==> src/rtl/mem_port_arbiter.sv <==
// Shares one memory port between instruction fetch and load/store, with an
// in-order owner FIFO that steers each response back to its requester.
module mem_port_arbiter #(
  parameter int Xlen               = 64,
  parameter int MaxOutstandingLog2 = 2,
  parameter int StarveLimit        = 4
) (
  input  logic                        clk_i,
  input  logic                        rst_ni,
  input  logic                        if_valid_i,
  output logic                        if_ready_o,
  input  logic [Xlen-1:0]             if_addr_i,
  output logic [Xlen-1:0]             if_rdata_o,
  output logic                        if_rvalid_o,
  input  logic                        dm_valid_i,
  output logic                        dm_ready_o,
  input  logic [Xlen-1:0]             dm_addr_i,
  input  logic                        dm_we_i,
  input  logic [7:0]                  dm_wmask_i,
  input  logic [Xlen-1:0]             dm_wdata_i,
  output logic [Xlen-1:0]             dm_rdata_o,
  output logic                        dm_rvalid_o,
  output logic                        mem_valid_o,
  input  logic                        mem_ready_i,
  output logic [Xlen-1:0]             mem_addr_o,
  output logic                        mem_we_o,
  output logic [7:0]                  mem_wmask_o,
  output logic [Xlen-1:0]             mem_wdata_o,
  input  logic [Xlen-1:0]             mem_rdata_i,
  input  logic                        mem_rvalid_i,
  output logic [MaxOutstandingLog2:0] outstanding_o,
  output logic                        err_o
);

  localparam int PtrW  = MaxOutstandingLog2;
  localparam int Depth = 1 << PtrW;
  localparam logic [PtrW:0] FullCnt = (PtrW+1)'(Depth);

  typedef logic [PtrW-1:0] ptr_t;
  typedef logic [PtrW:0]   cnt_t;

  logic [Depth-1:0] owner_q;
  ptr_t             wr_ptr_q;
  ptr_t             rd_ptr_q;
  cnt_t             count_q;
  logic [3:0]       starve_q;
  logic             err_q;

  logic full;
  logic empty;
  logic starve_hit;
  logic grant_if;
  logic grant_dm;
  logic push;
  logic pop;
  logic head;

  assign full       = (count_q == FullCnt);
  assign empty      = (count_q == '0);
  assign starve_hit = (starve_q >= 4'(StarveLimit));
  assign grant_if   = if_valid_i & (~dm_valid_i | starve_hit);
  assign grant_dm   = dm_valid_i & ~grant_if;

  // Request side is gated by reset so nothing leaks out while rst_ni is low.
  assign mem_valid_o = rst_ni & (if_valid_i | dm_valid_i) & ~full;
  assign if_ready_o  = rst_ni & grant_if & mem_ready_i & ~full;
  assign dm_ready_o  = rst_ni & grant_dm & mem_ready_i & ~full;

  assign mem_addr_o  = grant_dm ? dm_addr_i  : if_addr_i;
  assign mem_we_o    = grant_dm & dm_we_i;
  assign mem_wmask_o = grant_dm ? dm_wmask_i : 8'h00;
  assign mem_wdata_o = dm_wdata_i;

  assign push = mem_valid_o & mem_ready_i;
  assign pop  = mem_rvalid_i & ~empty;
  assign head = owner_q[rd_ptr_q];

  assign if_rvalid_o   = pop & ~head;
  assign dm_rvalid_o   = pop & head;
  assign if_rdata_o    = mem_rdata_i;
  assign dm_rdata_o    = mem_rdata_i;
  assign outstanding_o = count_q;
  assign err_o         = err_q;

  // Owner entries are only read while valid, so they need no reset.
  always_ff @(posedge clk_i) begin
    if (push) owner_q[wr_ptr_q] <= grant_dm;
  end

  always_ff @(posedge clk_i or negedge rst_ni) begin
    if (!rst_ni) begin
      wr_ptr_q <= '0;
      rd_ptr_q <= '0;
      count_q  <= '0;
      starve_q <= '0;
      err_q    <= 1'b0;
    end else begin
      if (push) wr_ptr_q <= wr_ptr_q + ptr_t'(1);
      if (pop)  rd_ptr_q <= rd_ptr_q + ptr_t'(1);
      case ({push, pop})
        2'b10:   count_q <= count_q + cnt_t'(1);
        2'b01:   count_q <= count_q - cnt_t'(1);
        default: count_q <= count_q;
      endcase
      if (if_ready_o)
        starve_q <= 4'h0;
      else if (if_valid_i & dm_ready_o & (starve_q != 4'hF))
        starve_q <= starve_q + 4'h1;
      if (mem_rvalid_i & empty) err_q <= 1'b1;
    end
  end

endmodule

==> config.mk <==
export PLATFORM = sky130hd
export DESIGN_NAME = mem_port_arbiter
export DESIGN_NICKNAME = d
export VERILOG_FILES = /design/src/rtl/mem_port_arbiter.sv
export SDC_FILE = /design/constraint.sdc
export NUM_CORES = 1
export LEC_CHECK = 0
export CORE_AREA = 3 3 208 210
export CTS_CLUSTER_SIZE = 10
export DETAILED_ROUTE_END_ITERATION = 10
export DIE_AREA = 0 0 211 213
export SYNTH_ARGS = -nofsm -noshare
export SYNTH_HDL_FRONTEND = slang
export SYNTH_SLANG_ARGS = --single-unit
==> constraint.sdc <==
create_clock -name clk_i -period 2.38 [get_ports clk_i]
set_input_delay 0.476 -clock clk_i [delete_from_list [all_inputs] [get_ports clk_i]]
set_output_delay 0.476 -clock clk_i [all_outputs]
set_load 0.005 [all_outputs]
==> results of run 1 <==
area by class of cell:
class / instances / area [sq um]
clock buffers: 4 / 88.8
repair buffers: 251 / 2550
fillers: 4802 / 36800
inverters: 7 / 26.3
flip-flops and latches: 16 / 420
well taps: 539 / 674
multi-input cells: 117 / 1240
cells in the final DEF, fill, tap and decap left out, types with 3 or more instances in the layout:
master and instances:
ha_1 6, clkbuf_2 10, xor2_1 3, clkdlybuf4s50_1 154
clkdlybuf4s15_1 13, xnor2_1 3, dfrtp_1 12, dlymetal6s2s_1 25
mux2_2 62, and2_1 5, buf_12 4, clkbuf_16 4
edfxtp_1 4, mux2_4 6, dlygate4sd2_1 22, buf_4 18
inv_1 7, and3_1 11
Yosys cell counts (2+ instances only):
master and instances:
mux2_2 65, mux2_4 3, buf_2 3, nor2_1 3, nand2_1 2, dfrtp_1 12, buf_6 5, xor2_1 3
and3_1 11, buf_4 192, edfxtp_1 4, inv_1 7, ha_1 6, xnor2_1 3, and2_1 5
repair_timing:
item | 4_1_cts | 5_1_grt
pin swaps | 3 | 1
cloned | 2 | 1
setup buffers | 8 | 1
hold endpoints to repair | 0 | 0
gates resized for setup | 58 | 64
endpoints found under the setup margin | 77 | 53
where the power goes:
part / internal, mW / switching, mW / total, mW
sequential: 0.381 / 0.0749 / 0.456
combinational: 0.823 / 0.450 / 1.27
clock: 0.255 / 0.0970 / 0.352
metrics by stage:
step	utilization, %	setup slack, ns	area (sq um)	std cells	hold slack [ns]
floorplan	-	0.271	3160	341	0.180
global placement	11.3	-0.442	4700	919	0.456
detailed placement	11.3	-0.462	4700	919	0.460
CTS	11.8	-0.0800	4920	933	0.339
global route	12.0	-0.0568	5000	934	0.351
finish	12.0	0.0168	5000	934	0.323
final timing paths:
check	cells past startpoint	slack (ns)	start	end
max	6	0.02	starve_q[2]$_DFFE_PN0P_	mem_addr_o[35]
min	2	0.32	rst_ni	rd_ptr_q[1]$_DFFE_PN0P_
max reg2reg	9	0.24	outstanding_o[1]$_DFFE_PN0P_	outstanding_o[2]$_DFFE_PN0P_
min reg2reg	1	0.46	err_o$_DFFE_PN0P_	err_o$_DFFE_PN0P_
max in group asynchronous	3	1.77	rst_ni	starve_q[1]$_DFFE_PN0P_
min in group clk_i	1	0.46	err_o$_DFFE_PN0P_	err_o$_DFFE_PN0P_
flip-flops by register name, summed over array words and instances, names as in the netlist:
signal and count:
rd_ptr_q 2, outstanding_o 3, err_o 1, owner_q 4, wr_ptr_q 2, starve_q 4
metal layers:
metal	part of all wire (%)	vias up
li1	-	1035
met1	32	1045
met2	47	251
met3	16	77
met4	5.1	2
met5	0.094	-
kinds of logic (layout without fill, tap and decap cells):
group / count (synthesis) / after routing / synth area share (%)
adder cells (fa/ha/maj): 7 / 7 / 3.01
flip-flops: 16 / 16 / 13.3
multiplexers: 70 / 70 / 25.6
AO/OA/AOI/OAI: 6 / 6 / 1.98
buffers and inverters: 208 / 262 / 48.9
AND/OR/NAND/NOR: 28 / 28 / 5.55
XOR/XNOR: 6 / 6 / 1.66
==> out/metrics.cfg, run 1 <==
[logic_synthesis]
syn_nets=619
synth_cell_types=32
synthArstFlopShare_pct=75.0
synth_area_sq_mm=0.00316
syn_avg_cell_area_sq_um=9.26
ys_warn_count=0
synth_top_area_share_pct=45.6
ys_ff_latch=16
syn_inst=341
ys.flop_type=dfrtp_1
yosys.area.top_type=buf_4
ys_seq_area_share_pct=13.3
synth-edff-count=4
synthTopCellsByArea=buf_4, mux2_2, dfrtp_1

[sta]
finalSetupTns_ns=0
slew_headroom_pct=81.5
hold_violations=0
rsz0062_at_grt=true
drv_slew=0
tightest_slew_ns=0.274
setup_viol=0
finalClockSkew_ns=0.00271
timing.final.crit_period_ns=2.36
max_freq_mhz=423
fin_crit_sh_pct=99.3

[clock_tree]
numCtsBuffers=3
cts_buffer_depth=2
cts-root-buf=clkbuf_16
insertion_delay_ns=0.24
h-tree-depth=1
cts_tree=built
postCtsHoldBufs=0
cts_sinks=16
path_clk_slew_ns=0.05

[detailed_routing]
drt_iter0_markers=37
wl_per_cell_um=14.8
via_per_inst=2.58
drcViolationCount=0
vias=2410
drt-total-wl_um=13800
drtPass1Iterations=2
ant_nets=0

[setup_path]
cpPeakStageDelay_ns=0.41
crit_buf_inv=3
cp_max_fo=9
cp_cell_sequence=o21ai_4, nand2_8, buf_4, buf_16, mux2_2, dlygate4sd2_1
critical-path-slowest-cell=dfrtp_1
crit_type=register to output pin
cp_data_arrival_time_ns=1.89
worstPathRequired_ns=1.90
crit_family=buffers and inverters
crit_path_end_kind=output pin
worst_setup_path_start_kind=register

[floorplanning]
dieArea_sq_mm=0.0449
die-width_um=211
io_pins=545
die_y_um=213
core_sq_mm=0.0418
initial_utilization_pct=7.56
rows=75

[global_routing]
grt_pass1_wl_um=17100
use_met2_pct=8.53
grt_use_met1_pct=5.09
track_usage_pct=5.31
antenna_found_initial=2
met3_usage_pct=3.53
busiest_layer=met2
grt_max_degree=19
grt_overflow=0
grt_pass1_vias=2557

[power_and_ir_drop]
p_leak_nw=2.10
p_per_area_mw_per_mm2=417
ir_worst_vdd_uv=278
total_power_mw=2.08

[worst_hold_path]
hold_class=input pin to asynchronous set/reset pin

[place]
gp_congestion=0.657
hpwl_um=11200
port_buffers=224

[layout]
drive_gt1_share_pct=29.9
syn_to_final_growth_pct=58.2
finalNetCount=674
n_antenna_cell=0

[outcome]
status=complete, no violations

[job]
drv_cap=0

No activity file was read; power rests on OpenSTA's default activity.
==> run 2: changes to the inputs <==
--- a/config.mk
+++ b/config.mk
@@ -5,10 +5,10 @@
 export SDC_FILE = /design/constraint.sdc
 export NUM_CORES = 1
 export LEC_CHECK = 0
-export CORE_AREA = 3 3 208 210
+export CORE_AREA = 3 3 212 214
 export CTS_CLUSTER_SIZE = 10
 export DETAILED_ROUTE_END_ITERATION = 10
-export DIE_AREA = 0 0 211 213
+export DIE_AREA = 0 0 215 217
 export SYNTH_ARGS = -nofsm -noshare
 export SYNTH_HDL_FRONTEND = slang
 export SYNTH_SLANG_ARGS = --single-unit
==> constraint.sdc (replaced) <==
create_clock -name clk_i -period 2.05 [get_ports clk_i]
set_input_delay 0.41 -clock clk_i [delete_from_list [all_inputs] [get_ports clk_i]]
set_output_delay 0.41 -clock clk_i [all_outputs]
set_load 0.005 [all_outputs]
==> run 2 against run 1 <==
The flow now finishes with violations (negative setup slack). First-iteration DRC count rose by 59%. Total power rose by 16%. Combinational power rose by 20%. Cell area fell by 0.23%. Cell count rose by 6.0%. Sequential cell count did not move. Non-clock buffer count rose by 10. Clock skew rose by 0.00086 ns. Sequential share of layout area barely moved. Critical path type unchanged. Highest routed layer unchanged. Largest cell class unchanged. Global-route usage rose by 0.51 points.
==> out/metrics.cfg, run 2 (synthesis results as in run 1) <==
[outcome]
status=complete, but fails checks
violations=negative setup slack

[layout]
finalNetCount=684
syn_to_final_growth_pct=57.8
drive_gt1_share_pct=46.5
layout_common_cells=clkdlybuf4s50_1, mux2_2, buf_2
fillCellCount=4951
stdcell_area_sq_mm=0.00498
stdcell_count=990
final_common_cell=clkdlybuf4s50_1
fin_util_pct=11.6

[global_routing]
grt_overflow=0
antenna_found_initial=9
track_usage_pct=5.82
grt_max_degree=18
grt_pass1_wl_um=19400
grt_pass1_vias=2766

[clock_tree]
insertion_delay_ns=0.25
postCtsHoldBufs=0
cts_sinks=16
h-tree-depth=1
cts_buffer_depth=2
numCtsBuffers=3
path_clk_slew_ns=0.05
cts-root-buf=clkbuf_16
cts_tree=built

[floorplanning]
io_pins=545
die_y_um=217
core_sq_mm=0.0431
rows=76
die-width_um=215
dieArea_sq_mm=0.0467
initial_utilization_pct=7.33

[power_and_ir_drop]
p_sw_share_pct=29.8
p_leak_nw=1.98
switchingPower_mw=0.718
combPwrFrac_pct=63.1
power.internal_mw=1.69
power_frac_seq_pct=21.4
p_per_area_mw_per_mm2=483
clockPowerShare_pct=15.5
total_power_mw=2.41
ir_worst_vdd_uv=277

[setup_path]
worst_setup_path_start_kind=register
cp_max_fo=5
crit_type=register to output pin
worstPathRequired_ns=1.64
cp_data_arrival_time_ns=1.83
crit_path_end_kind=output pin

[sta]
setup_viol=48
finalSetupTns_ns=-4.14
finalClockSkew_ns=0.00357
drv_slew=0
hold_violations=0
hold_ws_ns=0.464
max_freq_mhz=446
fin_crit_sh_pct=109
timing.final.crit_period_ns=2.24
rsz0062_at_grt=true
slew_headroom_pct=80.6
tightest_slew_ns=0.287
setup_ws_ns=-0.190

[detailed_routing]
wl_per_cell_um=14.5
drt-total-wl_um=14300
drt_iter0_markers=59
vias=2498
via_per_inst=2.52
drtPass1Iterations=4
ant_nets=0
drcViolationCount=0

[place]
post-place-ws_ns=-0.617
dpl_cell_area_sq_mm=0.00480
place_inst=967
hpwl_um=11600
gp_congestion=0.712
port_buffers=224

[job]
drv_cap=0

[worst_hold_path]
hold_class=register to register

[run 2: worst paths after layout]
check                                              from                            to  slack, ns  cells past startpoint
max                             starve_q[3]$_DFFE_PN0P_                mem_addr_o[50]      -0.19                      7
min                                   err_o$_DFFE_PN0P_             err_o$_DFFE_PN0P_       0.46                      1
max reg2reg                outstanding_o[0]$_DFFE_PN0P_  outstanding_o[2]$_DFFE_PN0P_       0.09                      9
min reg2reg                           err_o$_DFFE_PN0P_             err_o$_DFFE_PN0P_       0.46                      1
max in group asynchronous                        rst_ni  outstanding_o[1]$_DFFE_PN0P_       1.25                      3
min in group asynchronous                        rst_ni       starve_q[0]$_DFFE_PN0P_       0.63                      3
[run 2: cell type report]
cell class	instances	area, sq um	area share (%)
antenna	1	2.50	0.0502
clock buffer	3	75.1	1.51
inverter	7	26.3	0.527
multi-input combinational	117	1260	25.2
sequential	16	420	8.43
tap	585	732	14.7
timing repair buffer	261	2470	49.6
[run 2: routing by layer]
layer,track usage (%),share of wire [%]
met5,0,0.33
met4,3.33,5.5
met1,5.54,31
met3,3.35,16
met2,9.87,48
[run 2: power by group through the flow]
stage	registers, mW	clock network, mW	logic (mW)
3_3_place_gp	0.520	0	1.46
3_5_place_dp	0.527	0	1.47
5_1_grt	0.532	0.396	1.67
2_1_floorplan	0.539	0	0.890
4_1_cts	0.518	0.385	1.55
6_report	0.516	0.372	1.52
[run 2: worst max-delay path, stage by stage, from the launching register on]
cell	delay, ns
dfrtp_1	0.41
o21ai_4	0.23
nand2_8	0.12
buf_12	0.15
buf_12	0.13
buf_16	0.14
mux2_2	0.27
buf_2	0.13
[run 2: repair_timing]
item | 4_1_cts | 5_1_grt
pin swaps | 4 | 4
setup endpoints to repair | 80 | 70
hold endpoints to repair | 0 | 0
gates cloned | 5 | 0
gates resized for setup | 254 | 44
setup buffers | 13 | 2
==> run 3: changes to the inputs <==
--- a/config.mk
+++ b/config.mk
@@ -9,6 +9,8 @@
 export CTS_CLUSTER_SIZE = 10
 export DETAILED_ROUTE_END_ITERATION = 10
 export DIE_AREA = 0 0 215 217
+export GPL_ROUTABILITY_DRIVEN = 1
+export SETUP_SLACK_MARGIN = 0.05
 export SYNTH_ARGS = -nofsm -noshare
 export SYNTH_HDL_FRONTEND = slang
 export SYNTH_SLANG_ARGS = --single-unit
==> run 3 against run 2 <==
Clock power is essentially flat. Die area is the same. Critical path depth is the same. Cell count is the same. Highest routed layer unchanged. Clock skew is essentially flat. Maximum frequency is essentially flat. Register-to-register slack is essentially flat. Hold slack lost 0.21 ns. Sequential cell count is the same. Largest cell class unchanged. Wire length is essentially flat. First-iteration DRC count shrank 10%. Setup slack is essentially flat. Critical endpoint unchanged. The run still ends with negative setup slack left.
==> out/metrics.cfg, run 3 (synthesis results as in run 1) <==
[global_routing]
grt_max_degree=18
grt_overflow=0
antenna_found_initial=9
track_usage_pct=5.82
grt_pass1_vias=2767
grt_pass1_wl_um=19400

[sta]
finalClockSkew_ns=0.00355
setup_ws_ns=-0.190
slew_headroom_pct=80.6
hold_violations=0
finalSetupTns_ns=-4.13
tightest_slew_ns=0.287
timing.final.crit_period_ns=2.24
setup_viol=48
fin_crit_sh_pct=109
drv_slew=0
max_freq_mhz=446
rsz0062_at_grt=true

[setup_path]
crit_family=buffers and inverters
worstPathRequired_ns=1.64
r2r_end=outstanding_o[2]$_DFFE_PN0P_
worst_setup_path_start_kind=register
reg2reg_depth=9
r2r_start=outstanding_o[1]$_DFFE_PN0P_
cp_data_arrival_time_ns=1.83
cpMostUsedCell=buf_12
critical-path-slowest-cell=dfrtp_1
cp_cell_sequence=o21ai_4, nand2_8, buf_12, buf_12, buf_16, mux2_2, buf_2
cp_max_fo=5
crit_path_end_kind=output pin
crit_buf_inv=4
regToRegSetupSlack_ns=0.09
cpPeakStageDelay_ns=0.41
crit_type=register to output pin

[place]
post-place-ws_ns=-0.617
dpl_cell_area_sq_mm=0.00480
hpwl_um=11600
gp_congestion=0.712
port_buffers=224

[layout]
layout_common_cells=clkdlybuf4s50_1, mux2_2, buf_2
finalNetCount=684
final_common_cell=clkdlybuf4s50_1
syn_to_final_growth_pct=57.6
fillCellCount=4953
drive_gt1_share_pct=47.0
multi_input_area_sq_mm=0.00126
seqCellArea_sq_um=420
stdcell_area_sq_mm=0.00498

[power_and_ir_drop]
ir_worst_vdd_uv=277
clockPowerShare_pct=15.4
combPwrFrac_pct=63.2
power.internal_mw=1.69
power_frac_seq_pct=21.4
p_sw_share_pct=29.8
p_per_area_mw_per_mm2=484
switchingPower_mw=0.718
p_leak_nw=1.99

[worst_hold_path]
hold_class=input pin to asynchronous set/reset pin

[clock_tree]
cts_tree=built
path_clk_slew_ns=0.05
insertion_delay_ns=0.25
cts_sinks=16
h-tree-depth=1
cts_buffer_depth=2
postCtsHoldBufs=0
cts-root-buf=clkbuf_16
numCtsBuffers=3

[outcome]
violations=negative setup slack
status=complete, but fails checks

[detailed_routing]
ant_nets=0
drt_iter0_markers=53
via_per_inst=2.52
drt-total-wl_um=14300
drcViolationCount=0
wl_per_cell_um=14.5
vias=2496
drtPass1Iterations=4

[floorplanning]
dieArea_sq_mm=0.0467
initial_utilization_pct=7.33
die_y_um=217
core_sq_mm=0.0431
die-width_um=215
rows=76
io_pins=545

[job]
drv_cap=0

==> run 3: cell types whose count changed in the layout (fill, tap and decap cells not counted) <==
| cell | change |
|---|---|
| clkbuf_2 | +1 |
| dlymetal6s2s_1 | +1 |
| clkdlybuf4s50_1 | -1 |
| clkdlybuf4s15_1 | -1 |
| buf_2 | +1 |
| dlygate4sd2_1 | -1 |
==> run 3: cell type report <==
class / instances / area share [%]
repair buffers: 261 / 49.5
multi-input cells: 117 / 25.2
diodes: 1 / 0.0503
clock buffers: 3 / 1.51
well taps: 585 / 14.7
inverters: 7 / 0.528
flip-flops and latches: 16 / 8.44
==> run 3: how the worst max path moves through the flow <==
stage | slack (ns) | cells after the start | end | from
finish | -0.19 | 7 | mem_addr_o[50] | starve_q[3]$_DFFE_PN0P_
floorplan | -0.02 | 9 | outstanding_o[2]$_DFFE_PN0P_ | outstanding_o[0]$_DFFE_PN0P_
detailed placement | -0.62 | 6 | mem_addr_o[45] | if_valid_i
global route | -0.26 | 7 | mem_addr_o[50] | starve_q[3]$_DFFE_PN0P_
global placement | -0.60 | 6 | mem_addr_o[45] | if_valid_i
CTS | -0.20 | 7 | mem_addr_o[25] | starve_q[3]$_DFFE_PN0P_
==> run 3: repair_timing <==
action | 4_1_cts | 5_1_grt
pin swaps | 6 | 1
gates resized for setup | 256 | 47
buffers inserted | 13 | 2
gates cloned | 5 | 0
setup endpoints to repair | 80 | 77
==> run 3: worst min-delay path, cell delays in order <==
cell and delay, ns:
dlymetal6s2s_1 0.12, buf_6 0.12, buf_4 0.21
==> run 3: power by group through the flow <==
| stage | sequential (mW) | clock [mW] | combinational, mW |
|---|---|---|---|
| final | 0.516 | 0.372 | 1.52 |
| after global routing | 0.532 | 0.396 | 1.67 |
| after CTS | 0.518 | 0.385 | 1.55 |
| after detailed placement | 0.527 | 0 | 1.47 |
| after global placement | 0.520 | 0 | 1.46 |
| after floorplan | 0.539 | 0 | 0.890 |
==> run 3: per-layer routing <==
metal  wire length [um]  global-route usage (%)  share of wire, %
met4                787                    3.33               5.5
met3               2270                    3.36                16
met2               6850                    9.87                48
met1               4380                    5.54                31
met5                 47                       0              0.33
==> run 3: metrics by stage <==
step | std cells | power, mW | utilization (%) | hold slack (ns)
5_1_grt | 990 | 2.60 | 11.6 | 0.289
4_1_cts | 988 | 2.45 | 11.6 | 0.467
6_report | 990 | 2.41 | 11.6 | 0.257
3_5_place_dp | 967 | 2.00 | 11.1 | 0.456
2_1_floorplan | 341 | 1.43 | - | 0.114
3_3_place_gp | 967 | 1.98 | 11.1 | 0.437
